--- config.mk ---
export PLATFORM = sky130hd
export DESIGN_NAME = pe_array_ctrl
export DESIGN_NICKNAME = d
export VERILOG_FILES = /design/src/rtl/pe_array_ctrl.sv
export SDC_FILE = /design/constraint.sdc
export NUM_CORES = 1
export LEC_CHECK = 0
export CAP_MARGIN = 20
export CELL_PAD_IN_SITES_DETAIL_PLACEMENT = 1
export CELL_PAD_IN_SITES_GLOBAL_PLACEMENT = 2
export CORE_ASPECT_RATIO = 1.4
export CORE_MARGIN = 1
export CORE_UTILIZATION = 27
export CTS_BUF_LIST = sky130_fd_sc_hd__clkbuf_2
export DETAILED_ROUTE_END_ITERATION = 10
export GPL_TIMING_DRIVEN = 0
export PLACE_DENSITY_LB_ADDON = 0.2
export SETUP_SLACK_MARGIN = 0.15
export SKIP_LAST_GASP = 1
export SYNTH_ARGS = -nofsm -noshare
export SYNTH_HDL_FRONTEND = slang
export SYNTH_SLANG_ARGS = --single-unit
--- constraint.sdc ---
create_clock -name clk -period 2.1 [get_ports clk]
set_input_delay 0.42 -clock clk [delete_from_list [all_inputs] [get_ports clk]]
set_output_delay 0.42 -clock clk [all_outputs]
set_load 0.02 [all_outputs]
--- src/rtl/pe_array_ctrl.sv ---
// pe_array_ctrl: sequencer for a cellular PE array.
// Streams a raster load into the array, issues a counted number of STEP
// generations, and streams the array contents back out with a valid/ready
// handshake. The array is x-fastest raster addressed; reads are expected to be
// combinational from adr_x_o/adr_y_o.
module pe_array_ctrl #(
  parameter int N_PX          = 16,
  parameter int N_PY          = 16,
  parameter int PE_STATE_BITS = 1,
  parameter int PE_CMD_BITS   = 2,
  parameter int CMD_NOP       = 0,
  parameter int CMD_LOAD      = 1,
  parameter int CMD_STEP      = 2,
  parameter int GEN_BITS      = 16,
  localparam int XB = (N_PX > 1) ? $clog2(N_PX) : 1,
  localparam int YB = (N_PY > 1) ? $clog2(N_PY) : 1
) (
  input  logic                     clk,
  input  logic                     reset,
  input  logic                     start_load,
  input  logic                     start_run,
  input  logic [GEN_BITS-1:0]      run_gens,
  input  logic                     start_dump,
  input  logic                     in_valid,
  output logic                     in_ready,
  input  logic [PE_STATE_BITS-1:0] in_data,
  output logic                     out_valid,
  input  logic                     out_ready,
  output logic [PE_STATE_BITS-1:0] out_data,
  output logic                     out_last,
  output logic                     busy,
  output logic                     done,
  output logic [GEN_BITS-1:0]      gen_cnt,
  output logic [PE_CMD_BITS-1:0]   cmd,
  output logic [PE_STATE_BITS-1:0] state_out,
  output logic [XB-1:0]            adr_x_i,
  output logic [YB-1:0]            adr_y_i,
  output logic [XB-1:0]            adr_x_o,
  output logic [YB-1:0]            adr_y_o,
  input  logic [PE_STATE_BITS-1:0] state_in,
  input  logic                     active
);

  typedef enum logic [2:0] {
    IDLE,
    LOAD,
    RUN,
    DUMP_ADDR,
    DUMP_HOLD
  } state_e;

  state_e state_q, state_d;

  logic [XB-1:0]            xCnt_q, xCnt_d;
  logic [YB-1:0]            yCnt_q, yCnt_d;
  logic [GEN_BITS-1:0]      genCnt_q, genCnt_d;
  logic [GEN_BITS-1:0]      genTarget_q, genTarget_d;
  logic [PE_STATE_BITS-1:0] outData_q, outData_d;
  logic                     outValid_q, outValid_d;
  logic                     outLast_q, outLast_d;

  logic lastCell;
  logic loadBeat;
  logic dumpAccept;
  logic runDone;
  logic anyStart;

  // The activity flag has no role in sequencing generations.
  logic unusedActive;
  assign unusedActive = active;

  assign lastCell   = (xCnt_q == XB'(N_PX - 1)) && (yCnt_q == YB'(N_PY - 1));
  assign loadBeat   = (state_q == LOAD) && in_valid;
  assign dumpAccept = (state_q == DUMP_HOLD) && out_ready;
  assign runDone    = (state_q == RUN) && (genCnt_q == genTarget_q);
  assign anyStart   = start_load || start_run || start_dump;

  // State register; reset drops straight back to IDLE, aborting any operation.
  always_ff @(posedge clk or posedge reset) begin
    if (reset) begin
      state_q <= IDLE;
    end else begin
      state_q <= state_d;
    end
  end

  // Next-state logic; starts are only looked at in IDLE, load wins over run over dump.
  always_comb begin
    state_d = state_q;
    case (state_q)
      IDLE: begin
        if (start_load)      state_d = LOAD;
        else if (start_run)  state_d = RUN;
        else if (start_dump) state_d = DUMP_ADDR;
      end
      LOAD:      if (loadBeat && lastCell) state_d = IDLE;
      RUN:       if (runDone) state_d = IDLE;
      DUMP_ADDR: state_d = DUMP_HOLD;
      DUMP_HOLD: if (dumpAccept) state_d = lastCell ? IDLE : DUMP_ADDR;
      default:   state_d = IDLE;
    endcase
  end

  // Datapath next values: raster counters, generation count and the dump output register.
  always_comb begin
    xCnt_d      = xCnt_q;
    yCnt_d      = yCnt_q;
    genCnt_d    = genCnt_q;
    genTarget_d = genTarget_q;
    outData_d   = outData_q;
    outValid_d  = outValid_q;
    outLast_d   = outLast_q;

    if ((state_q == IDLE) && anyStart) begin
      xCnt_d = '0;
      yCnt_d = '0;
    end

    if ((state_q == IDLE) && !start_load && start_run) begin
      genCnt_d    = '0;
      genTarget_d = run_gens;
    end

    if (loadBeat || dumpAccept) begin
      if (xCnt_q == XB'(N_PX - 1)) begin
        xCnt_d = '0;
        yCnt_d = (yCnt_q == YB'(N_PY - 1)) ? '0 : yCnt_q + YB'(1);
      end else begin
        xCnt_d = xCnt_q + XB'(1);
      end
    end

    if ((state_q == RUN) && !runDone) begin
      genCnt_d = genCnt_q + GEN_BITS'(1);
    end

    if (state_q == DUMP_ADDR) begin
      outData_d  = state_in;
      outValid_d = 1'b1;
      outLast_d  = lastCell;
    end

    if (dumpAccept) begin
      outValid_d = 1'b0;
      outLast_d  = 1'b0;
    end
  end

  // Datapath registers.
  always_ff @(posedge clk or posedge reset) begin
    if (reset) begin
      xCnt_q      <= '0;
      yCnt_q      <= '0;
      genCnt_q    <= '0;
      genTarget_q <= '0;
      outData_q   <= '0;
      outValid_q  <= 1'b0;
      outLast_q   <= 1'b0;
    end else begin
      xCnt_q      <= xCnt_d;
      yCnt_q      <= yCnt_d;
      genCnt_q    <= genCnt_d;
      genTarget_q <= genTarget_d;
      outData_q   <= outData_d;
      outValid_q  <= outValid_d;
      outLast_q   <= outLast_d;
    end
  end

  // Array command/address outputs and the done pulse, issued in the completing cycle.
  always_comb begin
    in_ready  = 1'b0;
    cmd       = PE_CMD_BITS'(CMD_NOP);
    state_out = '0;
    adr_x_i   = '0;
    adr_y_i   = '0;
    adr_x_o   = '0;
    adr_y_o   = '0;
    done      = 1'b0;
    case (state_q)
      LOAD: begin
        in_ready = 1'b1;
        adr_x_i  = xCnt_q;
        adr_y_i  = yCnt_q;
        if (in_valid) begin
          cmd       = PE_CMD_BITS'(CMD_LOAD);
          state_out = in_data;
          done      = lastCell;
        end
      end
      RUN: begin
        if (runDone) done = 1'b1;
        else         cmd  = PE_CMD_BITS'(CMD_STEP);
      end
      DUMP_ADDR: begin
        adr_x_o = xCnt_q;
        adr_y_o = yCnt_q;
      end
      DUMP_HOLD: begin
        adr_x_o = xCnt_q;
        adr_y_o = yCnt_q;
        done    = out_ready && lastCell;
      end
      default: ;
    endcase
  end

  assign busy      = (state_q != IDLE);
  assign out_valid = outValid_q;
  assign out_data  = outData_q;
  assign out_last  = outLast_q;
  assign gen_cnt   = genCnt_q;

endmodule

## Word level (Yosys, flattened, before mapping)

Index checks and enable logic that the tools add are counted.

| word-level totals | value |
|---|---|
| flip-flop bits (word level) | 46 |
| input port bits | 26 |

| cells by class | value |
|---|---|
| add/sub/neg operators | 3 |
| equal/unequal tests | 11 |
| multiplexer cells | 34 |
| reduce and logical (&&, ||, !) cells | 22 |

Operator list:

| operator | count |
|---|---|
| $mux W4 | 11 |
| $mux W16 | 2 |
| $mux W3 | 6 |
| $add A16 B1 Y16 const B | 1 |
| $eq A16 B16 Y1 | 1 |
| $pmux W3 S5 | 1 |
| $logic_and A1 B1 Y1 | 10 |
| $mux W1 | 10 |
| $add A4 B1 Y4 const B | 2 |
| $eq A4 B4 Y1 const B | 2 |
| $eq A3 B2 Y1 const B | 2 |
| $reduce_bool A2 Y1 | 3 |
| $mux W2 | 2 |
| $ne A2 B2 Y1 const B | 2 |
| $ne A4 B4 Y1 const B | 1 |
| $pmux W2 S2 | 1 |
| $reduce_and A4 Y1 | 1 |
| $eq A3 B1 Y1 const B | 1 |
| $eq A3 B3 Y1 const B | 1 |
| $logic_not A3 Y1 | 1 |
| $logic_or A1 B1 Y1 | 3 |
| $pmux W1 S3 | 1 |
| $reduce_bool A3 Y1 | 1 |
| $logic_not A1 Y1 | 2 |
| 2 further kinds | 2 |

## Logic depth before layout (Yosys ltp)

Gate-level depths: netlist of run 1.

| logic depth | value |
|---|---|
| depth in word-level cells | 6 |
| mapped depth | 7 |
| depth with buffers taken out | 6 |

## Worst setup path after synthesis of run 1

No wires, ideal clock.

| path | value |
|---|---|
| kind | register -> output |
| start | register genCnt_q[7], in the netlist gen_cnt[7] |
| end | output done |
| arrival | 1.781 ns |
| slack | -0.101 ns |
| cell stages (with the launch flop) | 6 |
| buffers on the path | 1 |
| cells stage by stage | dfrtp_1 -> xor2_1 -> nor4_1 -> nand4_1 -> clkbuf_1 -> o21ai_0 |

| on the way | value |
|---|---|
| word-level cells in the longest chain between the ends | 4 |

RTL lines:

| what | RTL line | text |
|---|---|---|
| start: declaration | 56 | `logic [GEN_BITS-1:0] genCnt_q, genCnt_d;` |
| start signal: assignment | 162 | `genCnt_q <= genCnt_d;` |
| $eq A16 B16 Y1 | 75 | `assign runDone = (state_q == RUN) && (genCnt_q == genTarget_q);` |
| $logic_and A1 B1 Y1 | 75 |  |
| $mux W1 | 192 | `if (runDone) done = 1'b1;` |
| $pmux W1 S3 | 180 | `case (state_q)` |
| end: declaration | 32 | `output logic done,` |

No other way between the ends.

## Final worst setup path of run 1

| path | value |
|---|---|
| start | register genTarget_q[13] |
| end | output done |

| on the way | value |
|---|---|
| word-level cells in the longest chain between the ends | 4 |

RTL lines:

| what | RTL line | text |
|---|---|---|
| start: declaration | 57 | `logic [GEN_BITS-1:0] genTarget_q, genTarget_d;` |
| start signal: assignment | 163 | `genTarget_q <= genTarget_d;` |
| $eq A16 B16 Y1 | 75 |  |
| $logic_and A1 B1 Y1 | 75 |  |
| $mux W1 | 192 |  |
| $pmux W1 S3 | 180 |  |

No other way between the ends.

==> results of run 1 <==
## power breakdown
part           switching, mW  leakage, nW  internal, mW  total (mW)
Clock                  0.312       0.0304        0.0817       0.394
Sequential             0.256        0.585          1.17        1.42
Combinational           1.30         1.41          1.24        2.55
Total                   1.87         2.03          2.49        4.36
## flip-flops by register name, indices dropped and copies added, names as in the netlist
register / count
out_valid: 1
yCnt_q: 4
gen_cnt: 16
state_q: 3
genTarget_q: 16
out_data: 1
xCnt_q: 4
out_last: 1
## layout by cell type (no fill, tap or decap), drive strengths merged, types with 2 or more instances in the layout
cell and n:
clkinv 2, and2 4, ha 3, dlygate4sd2 18, or2 2, buf 64
nand2 82, and3 15, xor2 16, a211o 3, dfrtp 46, o21ai 10
clkbuf 12, clkdlybuf4s50 24, nor2b 10, nor3 5, nor4 5, a21oi 5
nand4 8, nand3 14, inv 6, a21o 3, o22ai 2, nand2b 2
mux2i 13, nor2 18, or3 2, nand3b 3
## repair_timing
| item | in CTS | in global routing |
|---|---|---|
| gates resized for setup | 185 | 68 |
| buffers inserted | 18 | 14 |
| endpoints found under the setup margin | 67 | 52 |
| pin swaps | 6 | 9 |
| cloned | 1 | 0 |
## worst max-delay path, delay by kind of cell (launching register included)
family / cells / cell delay [ns]
xor gates and xnor gates: 1 / 0.20
DFF: 1 / 0.48
AOI/OAI and AO/OA: 1 / 0.12
and+or+nand+nor: 2 / 0.49
buffers and inverters: 2 / 0.32
## metrics by stage
stage / cell area (sq um) / hold WS, ns
2_1_floorplan: 2620 / 0.465
3_3_place_gp: 3400 / 0.480
3_5_place_dp: 3420 / 0.483
4_1_cts: 3700 / 0.277
5_1_grt: 4070 / 0.269
6_report: 4070 / 0.282
## final cells by class
type,instances,share of cell area [%]
Sequential cell,46,28.7
Inverter,6,0.553
Timing Repair Buffer,99,23.8
Multi-Input combinational cell,238,39.7
Buffer,14,2.98
Clock buffer,6,0.737
Tap cell,110,3.38
Clock inverter,2,0.215
## logic make-up (layout without fill, tap and decap cells)
kind of cell	Yosys count	after routing	synth area share (%)
adders and majority gates	3	3	1.44
and+or+nand+nor	174	174	32.3
DFF	46	46	44.1
buffers and inverters	20	127	3.64
AOI/OAI and AO/OA	30	30	7.47
xor gates and xnor gates	17	17	5.70
muxes	14	14	5.41
## worst max-delay path by stage
stage | start | end | slack (ns) | cells after the start
2_1_floorplan | gen_cnt[7] | cmd[1] | 0.16 | 6
3_3_place_gp | gen_cnt[4] | done | -0.85 | 6
3_5_place_dp | gen_cnt[4] | done | -0.83 | 6
4_1_cts | gen_cnt[14] | done | -0.53 | 6
5_1_grt | genTarget_q[13] | done | -0.56 | 6
6_report | genTarget_q[13] | done | -0.41 | 6
## layer usage
metal | vias up | part of all wire, % | track usage [%]
met5 | - | 0 | 0
met4 | 0 | 1.5 | 5.40
met3 | 7 | 3.1 | 3.14
met2 | 53 | 55 | 31.6
met1 | 1218 | 40 | 19.6
li1 | 1241 | - | -
==> flow_metrics.tcl, run 1 <==
set metrics [dict create \
    syn-num-nets 333 \
    violations "setup timing" \
    grt_max_degree 26 \
    core-area_sq_um 9410 \
    r2r_slack_ns -0.18 \
    critical_path.max_stage_delay_ns 0.48 \
    start_kind "flop" \
    synth.distinct_cells 44 \
    finalCriticalPeriod_ns 2.51 \
    numCtsBuffers 5 \
    first_pass_iters 4 \
    ys_warn_count 0 \
    gp_congestion 0.782 \
    peakVddDrop_mv 0.363 \
    final_nets 439 \
    grt_pass1_wl_um 13200 \
    port_buffers 65 \
    grt_pass1_vias 2522 \
    worstRegToRegCells 10 \
    status "finished with violations" \
    cp_max_fo 2 \
    power.density_nw_per_um2 1070 \
    drt_wl_total_um 8250 \
    clock_path_buffers 2 \
    required_ns 1.68 \
    die_h_um 118 \
    final_max_slew_viol_count 0 \
    initial_core_util_pct 27.8 \
    ys_ff_latch 46 \
    slew_headroom_pct 67.1 \
    crit_slowest_cell "dfrtp_1" \
    fmax_ghz 0.398 \
    timing.final.ws_setup_ns -0.410 \
    synth_top_area_share_pct 44.1 \
    antenna_found_initial 0 \
    min_path_type "in2async" \
    fin_crit_sh_pct 120 \
    fin_skew_ns 0.0327 \
    die_width_um 85.1 \
    dpl_worst_slack_ns -0.832 \
    synth_top_area_cell "dfrtp_1" \
    async_flop_share_pct 100 \
    rsz0062_at_grt "yes" \
    overflow 0 \
    clk_latency_ns 0.47 \
    synth_edf_count 0 \
    synth_commonest_cells "82 x nand2_1, 46 x dfrtp_1, 16 x nor2_1, 16 x xor2_1, 15 x and3_1" \
    wl_per_cell_um 15.8 \
    clock-root-buffer "clkbuf_2" \
    dp_cells 480 \
    synth-seq-area-share_pct 44.1 \
    layout-drive-gt1-share_pct 33.3 \
    utilization_pct 43.3 \
    clock-sinks 46 \
    ioPinCount 67 \
    dieArea_sq_um 10100 \
    p_leak_nw 2.03 \
    setup_viol 26 \
    ys.flop_type "dfrtp_1" \
    crit_type "reg2out" \
    multiInputGateArea_sq_um 1620 \
    hold_viol_final 0 \
    finalPower_mw 4.36 \
    cp_cell_sequence "xor2_2, nor4_4, nand4_1, clkbuf_8, o21ai_4, buf_6" \
    drt-initial-drc-count 58 \
    ant_nets 0 \
    htreeDepth 2 \
    worstPathArrival_ns 2.09 \
    dp_hpwl_um 5790 \
    worst_slew_pin_slew_ns 0.493 \
    fillCellCount 1113 \
    clk_pin_slew_ns 0.26 \
    syn_inst 304 \
    fin_setup_tns_ns -4.83 \
    synth_area_per_cell_sq_um 8.59 \
    drc 0 \
    grt_usage_pct 17.1 \
    rr_startpoint "genTarget_q[13]" \
    diodes 0 \
    area_growth_syn_to_layout_pct 55.9 \
    cts_tree "built" \
    synthMostInstantiatedCell "nand2_1" \
    final_cell_count_no_fill 521 \
    holdBufCountCts 0 \
    drv_cap 0 \
    cp-end-kind "output pin" \
    num_vias 2519 \
    netlist_area_sq_um 2610 \
    synth_area_leaders "dfrtp_1 44%, nand2_1 12%, xor2_1 5.4%, mux2i_1 5.0%, and3_1 3.6%" \
    rows 42 \
    r2r_end "gen_cnt[2]" \
    vias_per_cell 4.83 \
    seqCellArea_sq_um 1170 \
]
No activity file was read; power rests on OpenSTA's default activity.
==> inputs of run 2 (changes only) <==
CELL_PAD_IN_SITES_DETAIL_PLACEMENT = 2   (was 1)
CORE_MARGIN = 3   (was 1)
==> run 2 against run 1 <==
  * The flow still finishes with violations (setup timing)
  * Critical path type unchanged
  * Design area is 10% higher
  * First-iteration DRC count up 34%
  * Largest power group unchanged
  * Clock power grew 32%
==> flow_metrics.tcl, run 2 (synthesized netlist as in run 1, its figures left out) <==
set metrics [dict create \
    fin_skew_ns 0.0337 \
    setup_viol 27 \
    placed_cell_area_sq_um 3420 \
    layout-drive-gt1-share_pct 39.4 \
    final_max_slew_viol_count 0 \
    fmax_ghz 0.388 \
    drt-initial-drc-count 78 \
    cp-end-kind "output pin" \
    ioPinCount 67 \
    die_h_um 122 \
    grt_pass1_wl_um 15900 \
    numCtsBuffers 5 \
    final_cell_mix "76 x nand2_1, 50 x buf_6, 45 x buf_4" \
    clk_pin_slew_ns 0.28 \
    mostFrequentLayoutCell "nand2_1" \
    fin_crit_sh_pct 123 \
    diodes 0 \
    gp_congestion 0.784 \
    required_ns 1.68 \
    clk_latency_ns 0.48 \
    ant_nets 0 \
    num_vias 2841 \
    drc 0 \
    status "finished with violations" \
    antenna_found_initial 0 \
    dpl_worst_slack_ns -0.889 \
    slew_headroom_pct 60.3 \
    overflow 0 \
    critical_path.max_stage_delay_ns 0.52 \
    grt_max_degree 36 \
    min_path_type "in2async" \
    clock_path_buffers 2 \
    worstPathArrival_ns 2.15 \
    grt_usage_pct 19.4 \
    vias_per_cell 5.11 \
    hold_viol_final 0 \
    cp_max_fo 5 \
    rsz0062_at_grt "yes" \
    htreeDepth 2 \
    drt_wl_total_um 11600 \
    dieArea_sq_um 10900 \
    crit_type "reg2out" \
    drv_cap 0 \
    clock-root-buffer "clkbuf_2" \
    final_nets 477 \
    timing.final.ws_setup_ns -0.475 \
    cts_tree "built" \
    area_growth_syn_to_layout_pct 72.1 \
    cp_cell_sequence "ha_1, nand3_2, nor2_4, nand2_1, o21ai_4, buf_6" \
    initial_core_util_pct 28.3 \
    power.density_nw_per_um2 1150 \
    clock-sinks 46 \
    stdcell_area_sq_um 4500 \
    p_leak_nw 2.26 \
    rows 41 \
    wl_per_cell_um 20.8 \
    first_pass_iters 4 \
    utilization_pct 48.7 \
    start_kind "flop" \
    grt_pass1_vias 2944 \
    final_cell_count_no_fill 556 \
    finalCriticalPeriod_ns 2.57 \
    cpLargestDelayFamily "simple AND/OR/NAND/NOR gates" \
    dp_cells 477 \
    violations "setup timing" \
    critPathBufInv 1 \
    die_width_um 89.1 \
    peakVddDrop_mv 0.402 \
    core-area_sq_um 9230 \
    crit_slowest_cell "dfrtp_1" \
    worst_slew_pin_slew_ns 0.591 \
    dp_hpwl_um 6460 \
    port_buffers 65 \
]
==> run 2: cell types whose count changed in the layout (fill, tap and decap cells not counted), sizes merged <==
cell | previous run | this run
dlygate4sd2 | 18 | 17
clkdlybuf4s15 | 0 | 1
bufinv | 0 | 1
buf | 64 | 102
dlymetal6s2s | 1 | 0
==> run 2: stage by stage <==
step | TNS [ns] | hold WS (ns) | total power, mW
2_1_floorplan | 0 | 0.465 | 2.52
3_3_place_gp | -32.82 | 0.478 | 3.21
3_5_place_dp | -9.51 | 0.487 | 3.29
4_1_cts | -4.10 | 0.165 | 4.55
5_1_grt | -9.69 | 0.165 | 5.51
6_report | -6.66 | 0.176 | 5.17
==> run 2: final timing paths <==
| kind | start | to | slack [ns] | depth (start not counted) |
|---|---|---|---|---|
| worst min register to register | genTarget_q[6] | genTarget_q[6] | 0.53 | 2 |
| min in group clk | run_gens[1] | genTarget_q[1] | 0.42 | 3 |
| max in group asynchronous | reset | gen_cnt[5] | 1.41 | 3 |
| worst max register to register | state_q[1] | state_q[2] | -0.11 | 15 |
| worst max-delay path | xCnt_q[1] | done | -0.47 | 6 |
| worst min-delay path | reset | genTarget_q[13] | 0.18 | 2 |
==> run 2: layout make-up <==
cell class	count	area, sq um
clock inverters	3	40.0
multi-input cells	238	1610
fillers	992	4740
clock buffers	5	25.0
plain buffers	14	173
inverters	6	22.5
flip-flops and latches	46	1170
repair buffers	137	1330
well taps	107	134
==> run 2: power breakdown <==
group          internal, mW  total [mW]  switching [mW]
sequential             1.17        1.43           0.264
combinational          1.63        3.22            1.59
clock                 0.197       0.520           0.323
total                  2.99        5.17            2.18
==> run 2: routing by layer <==
layer / vias to the layer above / wire length (um) / track usage [%]
met5: - / 0 / 0
met4: 0 / 340 / 6.70
met3: 21 / 342 / 3.16
met2: 65 / 6600 / 36.9
met1: 1438 / 4310 / 20.8
li1: 1317 / - / -
==> run 2: timing repair <==
action | CTS | global route
cloned | 1 | 0
resized for setup | 217 | 71
pin swaps | 10 | 15
endpoints found under the setup margin | 72 | 51
buffers inserted | 42 | 28
hold buffers | 0 | 0
==> inputs of run 3 (changes only) <==
CAP_MARGIN = not set   (was 20)
CORE_MARGIN = not set   (was 3)
==> run 3 against run 2 <==
  * The run still ends with setup timing left
  * Via count shrank 4.7%
  * First-iteration DRC count decreased by 14%
  * Worst setup slack worse by 0.069 ns
  * Global-route usage increased by 0.52 points
  * Critical path type unchanged
  * Largest cell class unchanged
==> flow_metrics.tcl, run 3 (synthesized netlist as in run 1, its figures left out) <==
set metrics [dict create \
    status "finished with violations" \
    violations "setup timing" \
    grt_usage_pct 19.9 \
    cp-end-kind "output pin" \
    vias_per_cell 5.08 \
    fin_crit_sh_pct 126 \
    worst_slew_pin_slew_ns 0.503 \
    slew_headroom_pct 66.4 \
    port_buffers 65 \
    cp_cell_sequence "xor2_2, nor4_4, nand4_1, clkbuf_8, o21ai_4, buf_6" \
    drc 0 \
    fmax_ghz 0.378 \
    crit_slowest_cell "dfrtp_2" \
    diodes 0 \
    intPower_mw 2.68 \
    cpLargestDelayFamily "simple AND/OR/NAND/NOR gates" \
    swShare_pct 43.3 \
    cts_tree "built" \
    switchingPower_mw 2.05 \
    cp_max_fo 5 \
    holdBufCountCts 0 \
    required_ns 1.68 \
    gp_congestion 0.782 \
    drt-initial-drc-count 67 \
    area_growth_syn_to_layout_pct 61.6 \
    die_h_um 118 \
    rsz0062_at_grt "yes" \
    placed_cell_area_sq_um 3420 \
    critical_path.max_stage_delay_ns 0.52 \
    clock-root-buffer "clkbuf_2" \
    clock-sinks 46 \
    dpl_worst_slack_ns -0.865 \
    drv_cap 0 \
    wl_per_cell_um 19.1 \
    core-area_sq_um 9410 \
    numCtsBuffers 5 \
    rows 42 \
    final_cell_count_no_fill 533 \
    dp_hpwl_um 6420 \
    overflow 0 \
    grt_pass1_wl_um 15300 \
    clk_pin_slew_ns 0.24 \
    clk_latency_ns 0.47 \
    crit_type "reg2out" \
    fin_setup_tns_ns -5.78 \
    peakVddDrop_mv 0.381 \
    power.density_nw_per_um2 1120 \
    final_cell_mix "79 x nand2_1, 42 x buf_6, 32 x dfrtp_1" \
    worstPathArrival_ns 2.22 \
    dp_cells 480 \
    p_comb_share_pct 61.6 \
    critPathBufInv 2 \
    drt_wl_total_um 10200 \
    pwr-share-clk_pct 8.1 \
    final_max_slew_viol_count 0 \
    ioPinCount 67 \
    p_seq_share_pct 30.3 \
    p_leak_nw 2.09 \
    fin_skew_ns 0.0270 \
    die_width_um 85.1 \
    finalPower_mw 4.73 \
    finalCriticalPeriod_ns 2.64 \
    start_kind "flop" \
    num_vias 2707 \
    hold_slack_ns 0.292 \
    setup_viol 27 \
    stdcell_area_sq_um 4220 \
    grt_max_degree 26 \
    utilization_pct 44.9 \
    min_path_type "in2async" \
    final_nets 452 \
    hold_viol_final 0 \
    ant_nets 0 \
    timing.final.ws_setup_ns -0.544 \
    htreeDepth 2 \
    initial_core_util_pct 27.8 \
    first_pass_iters 4 \
    mostFrequentLayoutCell "nand2_1" \
    grt_pass1_vias 2961 \
    layout-drive-gt1-share_pct 36.2 \
    dieArea_sq_um 10100 \
    clock_path_buffers 2 \
    antenna_found_initial 0 \
]
run 3: cell type report:
| class | instances | area [sq um] |
|---|---|---|
| Fill cell | 1033 | 5180 |
| Multi-Input combinational cell | 238 | 1640 |
| Sequential cell | 46 | 1170 |
| Timing Repair Buffer | 112 | 1080 |
| Buffer | 14 | 140 |
| Tap cell | 110 | 138 |
| Clock buffer | 7 | 35.0 |
| Inverter | 6 | 22.5 |
run 3: power groups by stage:
stage | Combinational, mW | Clock [mW] | Sequential (mW)
3_3_place_gp | 1.76 | 0 | 1.44
4_1_cts | 2.43 | 0.400 | 1.43
3_5_place_dp | 1.83 | 0 | 1.46
5_1_grt | 3.14 | 0.430 | 1.48
2_1_floorplan | 1.03 | 0 | 1.49
6_report | 2.92 | 0.383 | 1.43
run 3: final timing paths:
check,from,to,slack [ns],depth (start not counted)
worst max-delay path,gen_cnt[12],done,-0.54,6
worst min-delay path,reset,genTarget_q[1],0.29,2
worst max register to register,gen_cnt[12],gen_cnt[2],-0.27,10
worst min register to register,genTarget_q[0],genTarget_q[0],0.53,2
max in group asynchronous,reset,gen_cnt[3],1.29,3
min in group clk,run_gens[14],genTarget_q[14],0.45,3
run 3: repair_timing:
item | in CTS | in global routing
setup endpoints to repair | 69 | 59
setup buffers | 27 | 18
gates resized for setup | 198 | 72
pin swaps | 10 | 15
cloned | 1 | 0
run 3: routing by layer:
layer  track usage, %  part of all wire [%]
met5                0                     0
met4             10.2                   3.0
met3             3.28                   2.6
met2             37.7                    58
met1             20.5                    37
